`config.mk`:
```
export PLATFORM = sky130hd
export DESIGN_NAME = accuracy_reporter
export DESIGN_NICKNAME = d
export VERILOG_FILES = /design/src/rtl/accuracy_reporter.sv
export SDC_FILE = /design/constraint.sdc
export NUM_CORES = 1
export LEC_CHECK = 0
export BUFFER_PORTS_ARGS = -buffer_cell sky130_fd_sc_hd__buf_4
export CAP_MARGIN = 20
export CORE_ASPECT_RATIO = 0.7
export CORE_MARGIN = 2
export CORE_UTILIZATION = 55
export DETAILED_ROUTE_END_ITERATION = 7
export PLACE_DENSITY = 0.78
export SLEW_MARGIN = 20
export SYNTH_ARGS = -nofsm -noshare
export SYNTH_HDL_FRONTEND = slang
export SYNTH_SLANG_ARGS = --single-unit
```
`constraint.sdc`:
```
create_clock -name clk -period 4.7 [get_ports clk]
set_input_delay 0.705 -clock clk [delete_from_list [all_inputs] [get_ports clk]]
set_output_delay 0.705 -clock clk [all_outputs]
set_load 0.005 [all_outputs]
```
`src/rtl/accuracy_reporter.sv`:
```
// accuracy_reporter: captures the end-of-run correct count, derives the
// percentage and streams "CCCC PPP%\n" over a valid/ready byte port.
module accuracy_reporter #(
    parameter int unsigned TOTAL = 750
) (
    input  logic       clk,
    input  logic       rst,
    input  logic       done,
    input  logic [9:0] accuracy,
    output logic [7:0] tx_data,
    output logic       tx_valid,
    input  logic       tx_ready,
    output logic [6:0] percent,
    output logic       busy,
    output logic       report_done
);
    typedef enum logic [1:0] {IDLE, CONV, BCDP, SEND} state_t;

    localparam logic [16:0] DIVISOR   = 17'(TOTAL);
    localparam logic [4:0]  CONV_LAST = 5'd16;
    localparam logic [4:0]  DD_STEPS  = 5'd10;
    localparam logic [4:0]  BCDP_LAST = 5'd6;
    localparam logic [3:0]  LAST_BYTE = 4'd9;

    state_t      state;
    logic        done_d;
    logic [4:0]  cnt;
    logic [3:0]  idx;
    logic [3:0]  idx_nxt;
    // remainder and dividend; the dividend turns into the quotient
    logic [16:0] rem;
    logic [16:0] dq;
    logic [16:0] shifted;
    logic        fits;
    logic [16:0] rem_next;
    logic [16:0] dq_next;
    logic [6:0]  pct_sat;
    // count BCD digits above the latched count, consumed MSB first
    logic [15:0] cnt_bcd;
    logic [9:0]  acc_r;
    logic [25:0] cnt_step;
    // percent BCD digits above its binary shift register
    logic [18:0] pct_sr;
    logic [18:0] pct_step;

    function automatic logic [3:0] add3(input logic [3:0] d);
        return (d >= 4'd5) ? d + 4'd3 : d;
    endfunction

    function automatic logic [25:0] dd_cnt(input logic [25:0] v);
        logic [15:0] adj;
        adj = {add3(v[25:22]), add3(v[21:18]),
               add3(v[17:14]), add3(v[13:10])};
        return {adj, v[9:0]} << 1;
    endfunction

    function automatic logic [18:0] dd_pct(input logic [18:0] v);
        logic [11:0] adj;
        adj = {add3(v[18:15]), add3(v[14:11]), add3(v[10:7])};
        return {adj, v[6:0]} << 1;
    endfunction

    function automatic logic [7:0] report_byte(
        input logic [3:0]  i,
        input logic [15:0] c,
        input logic [11:0] p
    );
        logic [7:0] b;
        b = 8'h00;
        unique case (i)
            4'd0:    b = {4'h3, c[15:12]};
            4'd1:    b = {4'h3, c[11:8]};
            4'd2:    b = {4'h3, c[7:4]};
            4'd3:    b = {4'h3, c[3:0]};
            4'd4:    b = 8'h20;
            4'd5:    b = {4'h3, p[11:8]};
            4'd6:    b = {4'h3, p[7:4]};
            4'd7:    b = {4'h3, p[3:0]};
            4'd8:    b = 8'h25;
            4'd9:    b = 8'h0A;
            default: b = 8'h00;
        endcase
        return b;
    endfunction

    // one restoring-division step plus the conversion steps
    always_comb begin
        fits     = {rem, dq[16]} >= {1'b0, DIVISOR};
        shifted  = {rem[15:0], dq[16]};
        rem_next = fits ? shifted - DIVISOR : shifted;
        dq_next  = {dq[15:0], fits};
        pct_sat  = (dq_next > 17'd100) ? 7'd100 : dq_next[6:0];
        cnt_step = dd_cnt({cnt_bcd, acc_r});
        pct_step = dd_pct(pct_sr);
        idx_nxt  = idx + 4'd1;
    end

    // trigger, arithmetic sequencing and the byte stream
    always_ff @(posedge clk or negedge rst) begin
        if (!rst) begin
            state       <= IDLE;
            done_d      <= 1'b1;
            cnt         <= '0;
            idx         <= '0;
            rem         <= '0;
            dq          <= '0;
            cnt_bcd     <= '0;
            acc_r       <= '0;
            pct_sr      <= '0;
            percent     <= '0;
            tx_data     <= '0;
            tx_valid    <= 1'b0;
            busy        <= 1'b0;
            report_done <= 1'b0;
        end else begin
            done_d      <= done;
            report_done <= 1'b0;
            unique case (state)
                IDLE: begin
                    if (done && !done_d) begin
                        acc_r   <= accuracy;
                        cnt_bcd <= '0;
                        dq      <= {7'd0, accuracy} * 17'd100;
                        rem     <= '0;
                        cnt     <= '0;
                        busy    <= 1'b1;
                        state   <= CONV;
                    end
                end
                CONV: begin
                    rem <= rem_next;
                    dq  <= dq_next;
                    if (cnt < DD_STEPS) begin
                        {cnt_bcd, acc_r} <= cnt_step;
                    end
                    if (cnt == CONV_LAST) begin
                        percent <= pct_sat;
                        pct_sr  <= {12'd0, pct_sat};
                        cnt     <= '0;
                        state   <= BCDP;
                    end else begin
                        cnt <= cnt + 5'd1;
                    end
                end
                BCDP: begin
                    pct_sr <= pct_step;
                    if (cnt == BCDP_LAST) begin
                        idx      <= '0;
                        tx_valid <= 1'b1;
                        tx_data  <= report_byte(4'd0, cnt_bcd,
                                                pct_step[18:7]);
                        state    <= SEND;
                    end else begin
                        cnt <= cnt + 5'd1;
                    end
                end
                SEND: begin
                    if (tx_valid && tx_ready) begin
                        if (idx == LAST_BYTE) begin
                            idx         <= '0;
                            tx_valid    <= 1'b0;
                            tx_data     <= '0;
                            busy        <= 1'b0;
                            report_done <= 1'b1;
                            state       <= IDLE;
                        end else begin
                            idx     <= idx_nxt;
                            tx_data <= report_byte(idx_nxt, cnt_bcd,
                                                   pct_sr[18:7]);
                        end
                    end
                end
            endcase
        end
    end
endmodule

```
==> impl_metrics.csv <==
group,metric,value,unit
drt,via_count,5658,
floorplanning,die_x,137,µm
critical_path,start_kind,"input pin",
worst_hold_path,hold_class,"in2async",
sta,finalClockSkew,0.00834,ns
layout,syn_to_final_growth,9.64,%
synth,synth_edf_count,0,
grt,grt_pass1_wl,26.2,mm
critical_path,crit_type,"in2reg",
grt,first_global_vias,5366,
floorplanning,die_area,13400,µm²
layout,antenna_cells,0,
synth,async_reset_ff_frac,1.00,
clock_tree,cts.clk_slew.worst_paths,0.07,ns
placement,dp_cells,928,
power_and_ir_drop,power_density,587,nW/µm²
critical_path,cp_common_cell,"ha_1",
placement,place_area,7160,µm²
sta,fmax,298,MHz
critical_path,critPathArrivalTime,3.61,ns
layout,finalNonFillerCells,944,
placement,routabilityCongestion,0.954,
layout,nFillCells,1015,
sta,fin_crit_sh,0.715,
synth,ys.flop_type,"dfrtp_1",
drt,routedWlPerCell,16.3,µm
synth,yosysUniqueCellTypes,66,
clock_tree,hold_buffers,0,
sta,rsz0062_at_grt,"no",
power_and_ir_drop,max-vdd-ir-drop,0.286,mV
clock_tree,cts-htree-levels,3,
floorplanning,ioPinCount,32,
layout,nets,860,
floorplanning,rows,34,
placement,port_buffers,29,
clock_tree,clockBufferDepth,2,
clock_tree,cts_tree,"done",
sta,finalCriticalPeriod,3.36,ns
floorplanning,core-area,12300,µm²
floorplanning,dieHeight,97.3,µm
clock_tree,cts_buffers,9,
sta,slew_viol_final,0,
layout,layout_commonest_cell,"nand2_1",
drt,ant_nets,0,
run,maxCapViolCount,0,
layout,drive_gt1_frac,0.0831,
synth,syn_area,6840,µm²
drt,wirelength,15.4,mm
power_and_ir_drop,leakage,3.38,nW
grt,grtUsageTotal,0.243,
floorplanning,start_util,0.556,
critical_path,crit_required,4.95,ns
sta,slew_headroom,0.288,
clock_tree,cts_setup_buffers,0,
critical_path,end_kind,"flip-flop",
drt,drc,0,
clock_tree,clk_latency,0.35,ns
placement,hpwl,11.0,mm
critical_path,critPathMaxFanout,4,
drt,dr.pass1.iters,5,
grt,grt_overflow_total,0,
grt,antenna_found_initial,0,
placement,pre_cts_ws,1.05,ns
synth,ys_warn_count,0,
critical_path,cpPeakStageDelay,0.47,ns
layout,post-route-util,0.610,
outcome,status,"completed",
clock_tree,clock-sinks,107,
drt,drt_iter0_markers,299,
grt,grt_max_degree,84,
clock_tree,ctsResizeCount,0,
sta,setup_viol,0,
sta,worst_pin_slew,1.07,ns
synth,ys_seq_area_frac,0.392,
clock_tree,cts-root-buf,"clkbuf_16",
sta,fin_setup_tns,0,ns
drt,avgViaCountPerCell,5.99,
sta,hold_viol,0,
synth,ys_ff_latch,107,
layout,postLayoutCellArea,7500,µm²
critical_path,critPathSlowestCell,"fa_1",
synth,netlist_instances,765,
critical_path,path_cells,"buf_4, ha_1, ha_1, fa_1, ha_1, o21ai_0, o21ai_0, a211oi_1, o31ai_1, nand4b_1, nor3b_1",
layout,mostFrequentLayoutCells,"107 x nand2_1, 106 x dfrtp_1, 87 x o21ai_0, 63 x ha_1, 50 x inv_1",
sta,setup_ws,1.34,ns
synth,synth.avg_cell_area,8.94,µm²
## power breakdown
group | switching, W | leakage (nW) | internal (W) | total (W)
clock network | 0.000340 | 0.167 | 0.000523 | 0.000863
logic | 0.00129 | 1.82 | 0.000781 | 0.00207
registers | 0.000276 | 1.39 | 0.00120 | 0.00147
total | 0.00190 | 3.38 | 0.00250 | 0.00440
## cell type report
type | count | area (µm²) | share of cell area
Clock inverter | 6 | 113 | 0.0150
Clock buffer | 10 | 229 | 0.0305
Timing Repair Buffer | 33 | 251 | 0.0335
Tap cell | 162 | 203 | 0.0270
Multi-Input combinational cell | 576 | 3840 | 0.512
Inverter | 50 | 188 | 0.0250
Sequential cell | 107 | 2680 | 0.357
## cell usage after synthesis, types with 2 or more instances
library cell	instances	area, µm²
a211oi_1	6	45.0
a21o_1	3	22.5
a21oi_1	44	220
a221o_1	3	30.0
a221oi_1	7	61.3
a222oi_1	2	20.0
a22o_1	4	35.0
a22oi_1	2	15.0
a31oi_1	4	25.0
a32o_1	6	60.1
and3_1	6	37.5
buf_1	5	18.8
buf_4	2	15.0
buf_6	2	22.5
clkbuf_1	24	90.1
dfrtp_1	106	2650
fa_1	5	100
ha_1	64	801
inv_1	50	188
mux2_2	4	45.0
mux2i_1	14	140
nand2_1	107	402
nand2b_1	15	93.8
nand3_1	22	110
nand4_1	3	18.8
nor2_1	46	173
nor2b_1	6	37.5
nor3_1	10	50.1
nor3_2	3	30.0
nor3b_1	4	30.0
nor4_1	7	43.8
o211ai_1	4	30.0
o21a_1	3	22.5
o21ai_0	87	435
o21ai_1	5	25.0
o22ai_1	7	43.8
o31a_1	3	26.3
o31ai_1	12	90.1
or3_1	2	12.5
xnor2_1	18	158
xor2_1	13	114
## registers in the layout, summed over array words and instances, names as in the netlist
register	cells
done_d	1
percent	7
report_done	1
cnt	5
acc_r	10
rem	17
idx	4
busy	1
pct_sr	19
state	2
cnt_bcd	16
tx_data	6
tx_valid	1
dq	17
## critical path, delay by kind of cell
kind	cells	cell delay, ns
AO/OA/AOI/OAI	4	1.01
adder cells (fa/ha/maj)	4	1.44
buffers and inverters	1	0.12
AND/OR/NAND/NOR	2	0.32
## through the flow
step | power, W | hold slack, ns
after detailed placement | 0.00351 | 0.470
after global placement | 0.00341 | 0.459
after floorplan | 0.00301 | 0.409
after CTS | 0.00439 | 0.483
after global routing | 0.00476 | 0.476
final | 0.00440 | 0.387
## layer usage
layer,vias up,share of wire,global-route usage
li1,2716,-,-
met1,2735,0.47,0.353
met2,177,0.46,0.377
met3,30,0.051,0.0402
met4,0,0.017,0.0658
met5,-,0,0
## cell families (layout without fill, tap and decap cells)
group	Yosys count	in the layout	synth area share
compound gates	214	214	0.194
xor+xnor	31	31	0.0397
fa+ha+maj	69	69	0.132
buf+inv	83	99	0.0488
flops	107	107	0.392
mux	18	18	0.0271
other cells	1	2	0.000548
simple gates	242	242	0.167
## path summary, 6_finish.rpt
check                                          start                     end  slack, ns  depth (start not counted)
worst max-delay path                     accuracy[2]      dq[15]$_DFFE_PN0P_       1.34                         11
worst min-delay path                             rst  cnt_bcd[0]$_DFFE_PN0P_       0.39                          1
worst max register to register  state[0]$_DFFE_PN0P_  tx_data[0]$_DFFE_PN0P_       1.71                          8
worst min register to register  acc_r[7]$_DFFE_PN0P_    acc_r[7]$_DFFE_PN0P_       0.48                          2
max in group asynchronous                        rst      dq[13]$_DFFE_PN0P_       3.45                          2
min in group clk                acc_r[7]$_DFFE_PN0P_    acc_r[7]$_DFFE_PN0P_       0.48                          2
(Power assumes the default switching activity.)
